[config.mk]
export PLATFORM = sky130hd
export DESIGN_NAME = fifo_param
export DESIGN_NICKNAME = d
export VERILOG_FILES = /design/src/rtl/fifo_pkg.sv /design/src/rtl/fifo_mem.sv /design/src/rtl/fifo_param.sv
export SDC_FILE = /design/constraint.sdc
export NUM_CORES = 1
export LEC_CHECK = 0
export BUFFER_PORTS_ARGS = -buffer_cell sky130_fd_sc_hd__buf_2
export CORE_MARGIN = 1.5
export CORE_UTILIZATION = 42
export DETAILED_ROUTE_END_ITERATION = 16
export PLACE_DENSITY_LB_ADDON = 0.3
export SLEW_MARGIN = 10
export SYNTH_ARGS = -nofsm -noshare
export SYNTH_HDL_FRONTEND = slang
export SYNTH_SLANG_ARGS = --single-unit
export TNS_END_PERCENT = 100
[constraint.sdc]
create_clock -name clk -period 4.15 [get_ports clk]
set_input_delay 0.83 -clock clk [delete_from_list [all_inputs] [get_ports clk]]
set_output_delay 0.83 -clock clk [all_outputs]
set_load 0.01 [all_outputs]
[src/rtl/fifo_pkg.sv]
// +----------------------------------------------------------------------------+
// | fifo_pkg : shared types and configuration check for the fifo_param block   |
// | Revision : 1.0                                                             |
// +----------------------------------------------------------------------------+
`default_nettype none

package fifo_pkg;

   typedef enum logic [1:0] {
      NONE = 2'd0,
      OVF  = 2'd1,
      UDF  = 2'd2
   } fifo_err_t;

   typedef struct packed {
      logic empty;
      logic almost_empty;
      logic almost_full;
      logic full;
      logic valid;
   } fifo_status_t;

   // Depth must be a power of two so the pointers wrap naturally.
   function automatic bit fifo_cfg_ok(input int depth, input int ae, input int af);
      return (depth >= 4) && ((depth & (depth - 1)) == 0) && (ae < af) && (af <= depth);
   endfunction

endpackage

`default_nettype wire

[src/rtl/fifo_mem.sv]
// +----------------------------------------------------------------------------+
// | fifo_mem : DEPTH x DATA_W storage, synchronous write, asynchronous read    |
// | Revision : 1.0                                                             |
// +----------------------------------------------------------------------------+
`default_nettype none

module fifo_mem #(
   parameter int DATA_W = 8,
   parameter int DEPTH  = 16
) (
   input  logic                     clk,
   input  logic                     we_i,
   input  logic [$clog2(DEPTH)-1:0] waddr_i,
   input  logic [DATA_W-1:0]        wdata_i,
   input  logic [$clog2(DEPTH)-1:0] raddr_i,
   output logic [DATA_W-1:0]        rdata_o
);

   logic [DATA_W-1:0] mem_q [DEPTH];

   always_ff @(posedge clk) begin
      if (we_i) begin
         mem_q[waddr_i] <= wdata_i;
      end
   end

   assign rdata_o = mem_q[raddr_i];

endmodule

`default_nettype wire

[src/rtl/fifo_param.sv]
// +----------------------------------------------------------------------------+
// | fifo_param : parametrised synchronous FIFO with thresholds, sticky errors  |
// |              and peak monitor. Define FIFO_FWFT_EN for first-word-fall-    |
// |              through read mode.                                            |
// | Revision   : 1.0                                                           |
// +----------------------------------------------------------------------------+
`default_nettype none

module fifo_param
   import fifo_pkg::*;
#(
   parameter int DATA_W   = 8,
   parameter int DEPTH    = 16,
   parameter int AE_LEVEL = 2,
   parameter int AF_LEVEL = DEPTH - 2,
   localparam int CNT_W   = $clog2(DEPTH) + 1
) (
   input  logic              clk,
   input  logic              rst_n,
   input  logic              wr_en,
   input  logic [DATA_W-1:0] data_in,
   input  logic              rd_en,
   input  logic              clr_stat,
   output logic [DATA_W-1:0] data_out,
   output logic              valid,
   output logic              empty,
   output logic              full,
   output logic              almost_empty,
   output logic              almost_full,
   output logic              overflow,
   output logic              underflow,
   output logic              ovf_sticky,
   output logic              udf_sticky,
   output logic [CNT_W-1:0]  count,
   output logic [CNT_W-1:0]  peak
);

   localparam int               PTR_W       = $clog2(DEPTH);
   localparam logic [CNT_W-1:0] c_DEPTH     = CNT_W'(DEPTH);
   localparam logic [CNT_W-1:0] c_AE_LEVEL  = CNT_W'(AE_LEVEL);
   localparam logic [CNT_W-1:0] c_AF_LEVEL  = CNT_W'(AF_LEVEL);

   generate
      if (!fifo_cfg_ok(DEPTH, AE_LEVEL, AF_LEVEL)) begin : g_cfg_bad
         $error("fifo_param: DEPTH must be a power of two >= 4 and AE_LEVEL < AF_LEVEL <= DEPTH");
      end
   endgenerate

   logic [PTR_W-1:0]  wr_ptr_q, wr_ptr_d, rd_ptr_q, rd_ptr_d;
   logic [CNT_W-1:0]  count_q, count_d, peak_q, peak_d;
   logic              ovf_q, ovf_d, udf_q, udf_d;
   logic              ovf_sticky_q, ovf_sticky_d, udf_sticky_q, udf_sticky_d;
   logic              wr_acc, rd_acc, valid_w;
   logic [DATA_W-1:0] mem_rdata;
   fifo_err_t         err_d;
   fifo_status_t      stat;

   always_comb begin
      stat              = '0;
      stat.empty        = (count_q == '0);
      stat.full         = (count_q == c_DEPTH);
      stat.almost_empty = (count_q <= c_AE_LEVEL);
      stat.almost_full  = (count_q >= c_AF_LEVEL);
      stat.valid        = valid_w;
   end

   always_comb begin
      wr_acc   = wr_en && !stat.full;
      rd_acc   = rd_en && !stat.empty;
      wr_ptr_d = wr_acc ? wr_ptr_q + PTR_W'(1) : wr_ptr_q;
      rd_ptr_d = rd_acc ? rd_ptr_q + PTR_W'(1) : rd_ptr_q;

      count_d = count_q;
      case ({wr_acc, rd_acc})
         2'b10:   count_d = count_q + CNT_W'(1);
         2'b01:   count_d = count_q - CNT_W'(1);
         default: count_d = count_q;
      endcase

      // Full and empty are mutually exclusive, so at most one error per cycle.
      err_d = NONE;
      if (wr_en && stat.full) begin
         err_d = OVF;
      end else if (rd_en && stat.empty) begin
         err_d = UDF;
      end

      ovf_d        = (err_d == OVF);
      udf_d        = (err_d == UDF);
      ovf_sticky_d = ovf_d || (ovf_sticky_q && !clr_stat);
      udf_sticky_d = udf_d || (udf_sticky_q && !clr_stat);

      if (clr_stat || (count_d > peak_q)) begin
         peak_d = count_d;
      end else begin
         peak_d = peak_q;
      end
   end

   always_ff @(posedge clk) begin
      if (!rst_n) begin
         wr_ptr_q     <= '0;
         rd_ptr_q     <= '0;
         count_q      <= '0;
         peak_q       <= '0;
         ovf_q        <= 1'b0;
         udf_q        <= 1'b0;
         ovf_sticky_q <= 1'b0;
         udf_sticky_q <= 1'b0;
      end else begin
         wr_ptr_q     <= wr_ptr_d;
         rd_ptr_q     <= rd_ptr_d;
         count_q      <= count_d;
         peak_q       <= peak_d;
         ovf_q        <= ovf_d;
         udf_q        <= udf_d;
         ovf_sticky_q <= ovf_sticky_d;
         udf_sticky_q <= udf_sticky_d;
      end
   end

   fifo_mem #(
      .DATA_W (DATA_W),
      .DEPTH  (DEPTH)
   ) u_mem (
      .clk     (clk),
      .we_i    (wr_acc && rst_n),
      .waddr_i (wr_ptr_q),
      .wdata_i (data_in),
      .raddr_i (rd_ptr_q),
      .rdata_o (mem_rdata)
   );

`ifdef FIFO_FWFT_EN
   // Remember the last displayed word so data_out holds while empty.
   logic [DATA_W-1:0] hold_q;

   always_ff @(posedge clk) begin
      if (!rst_n) begin
         hold_q <= '0;
      end else if (!stat.empty) begin
         hold_q <= mem_rdata;
      end
   end

   assign valid_w  = !stat.empty;
   assign data_out = stat.empty ? hold_q : mem_rdata;
`else
   logic [DATA_W-1:0] dout_q;
   logic              valid_q;

   always_ff @(posedge clk) begin
      if (!rst_n) begin
         dout_q  <= '0;
         valid_q <= 1'b0;
      end else begin
         valid_q <= rd_acc;
         if (rd_acc) begin
            dout_q <= mem_rdata;
         end
      end
   end

   assign valid_w  = valid_q;
   assign data_out = dout_q;
`endif

   assign valid        = stat.valid;
   assign empty        = stat.empty;
   assign full         = stat.full;
   assign almost_empty = stat.almost_empty;
   assign almost_full  = stat.almost_full;
   assign overflow     = ovf_q;
   assign underflow    = udf_q;
   assign ovf_sticky   = ovf_sticky_q;
   assign udf_sticky   = udf_sticky_q;
   assign count        = count_q;
   assign peak         = peak_q;

endmodule

`default_nettype wire

==> impl_metrics.ini <==
[yosys]
ys_seq_area_frac = 0.680
netlist_instances = 397
synth_top_area_frac = 0.585
synth.distinct_cells = 56
ys.flop_type = edfxtp_1
syn_area_um2 = 6570
async_flop_share = 0
synth_edf_count = 128
syn_nets = 422
synth_most_common_cell = edfxtp_1
syn_avg_cell_area_um2 = 16.5
synth_area_leaders = edfxtp_1 59%, mux4_2 11%, dfxtp_1 9.4%
synth_commonest_cells = 128 x edfxtp_1, 32 x mux4_2, 31 x dfxtp_1, 26 x nor2_1, 16 x a22oi_1
ys_warn_count = 0
synth_area_leader_cell = edfxtp_1
ys_seq_elements = 159

[floorplanning]
coreArea_um2 = 15300
num_io_pins = 40
die_width_um = 128
die_area_um2 = 16400
row_count = 45
die_y_um = 128
start_util = 0.430

[clock_network]
worst_skew_pair.late_latency_ns = 0.42
h-tree-depth = 4
tritoncts = yes
cts-buffers-inserted = 17
cts.sinks = 159
cts_hold_buffers = 0
cts-root-buf = clkbuf_16
clk_pin_slew_ns = 0.06
clockBufferDepth = 2

[timing]
hold_viol = 0
skew_ns = 0.0129
final.min_clock_period_ns = 3.87
slew_headroom = 0.276
worst_pin_slew_ns = 1.09
hold_ws_ns = 0.485
fin_ws_ns = 0.281
fin_crit_sh = 0.932
slew_violations = 0
fmax_mhz = 258
finalSetupViolCount = 0
fin_tns_setup_ns = 0
rsz0062_at_grt = false

[run]
cap_viol_max_count = 0

[worst_setup_path]
cp_max_fo = 8
crit_required_ns = 4.45
critPathArrivalTime_ns = 4.17
worstSetupStartpointType = flop
path_class = reg2reg
worstSetupEndpointType = flop

[drt]
wl_per_cell_um = 20.5
antenna_left = 0
viasPerCell = 5.44
drt-pass1-iter-count = 5
drt_iter0_drc = 260
drc = 0
vias = 3641
routed_wl_um = 13700

[power_and_ir_drop]
finalPower_mw = 4.73
ir_drop_uv = 292
p_leak_nw = 2.62
powerDensity_nw_per_um2 = 622

[placed_design]
placed_area_um2 = 7010
gp_congestion = 0.852
dp.cells = 638
hpwlAfterDp_um = 8680
io_buffers = 39
pre_cts_ws_ns = -0.0464

[layout]
fin_area_um2 = 7600
drive_gt1_frac = 0.297
fin_nets = 471
area_growth_pct = 15.8
stdcell_count = 669
final_core_util = 0.498
antenna_cells = 0

[grt]
grt_pass1_vias = 3604
grt_max_degree = 35
grt_pass1_wl_um = 20900
grt.total_usage = 0.178
grt_overflow = 0
antenna_found_initial = 0

[worst_hold_path]
hold_path_class = reg2reg

[status]
outcome = completed
## critical path, cell delays in order (launching register included)
cell and delay, ns:
dfxtp_1 0.36, or4_4 0.59, o21ai_2 0.19, inv_2 0.10, ha_1 0.44, inv_1 0.10
and2_1 0.15, mux2i_1 0.24, xor2_1 0.31, inv_1 0.09, ha_1 0.18, a2111oi_0 0.50
a21oi_2 0.22, o21ai_0 0.23, a21oi_2 0.04
## metal layers
| layer | vias up | part of all wire | GRT usage |
|---|---|---|---|
| li1 | 1647 | - | - |
| met1 | 1882 | 0.45 | 0.251 |
| met2 | 95 | 0.49 | 0.274 |
| met3 | 17 | 0.047 | 0.0417 |
| met4 | 0 | 0.013 | 0.0615 |
| met5 | - | 0 | 0 |
## logic make-up after synthesis
logic type,synth area share
flip-flops,0.680
AND/OR/NAND/NOR,0.0714
XOR/XNOR,0.0107
buffers and inverters,0.0251
AO/OA/AOI/OAI,0.0711
adder cells (fa/ha/maj),0.0229
multiplexers,0.119
## final cells by class
class,count,area (um2)
fill,1268,7650
sequential,159,4470
timing repair buffer,51,285
tap,211,264
clock buffer,21,450
inverter,14,52.6
clock inverter,10,140
multi-input combinational,203,1950
## power breakdown
part	switching (mW)	internal, mW	total (mW)
logic	0.657	0.582	1.24
clock network	0.593	0.959	1.55
registers	0.123	1.82	1.94
total	1.37	3.36	4.73
## worst paths after layout
kind / startpoint / end / slack, ns / cells after the start
max: count[0] / peak[4] / 0.28 / 14
min: data_out[4] / data_out[4] / 0.48 / 1
max reg2reg: count[0] / peak[4] / 0.28 / 14
min reg2reg: data_out[4] / data_out[4] / 0.48 / 1
## registers in the layout, indices dropped and copies added, names as in the netlist
register and cells:
overflow 1, rd_ptr_q 4, valid 1, peak 5, ovf_sticky 1, data_out 8
count 5, udf_sticky 1, wr_ptr_q 4, u_mem.mem_q 128, underflow 1
## cell usage in the layout (no fill, tap or decap), types with 11 or more instances in the layout
cell type,count
buf_2,39
clkbuf_16,17
a22oi_1,16
edfxtp_1,128
a21oi_1,13
inv_1,13
ha_1,12
nand2_1,13
buf_4,12
dfxtp_1,30
mux4_2,32
nor2_1,26
nor2b_1,11
## timing repair
item / in CTS / in global routing
setup endpoints to repair: 0 / 5
resized for setup: 0 / 2
buffers inserted: 0 / 0
Note: power is estimated with default switching activity, not from simulation.
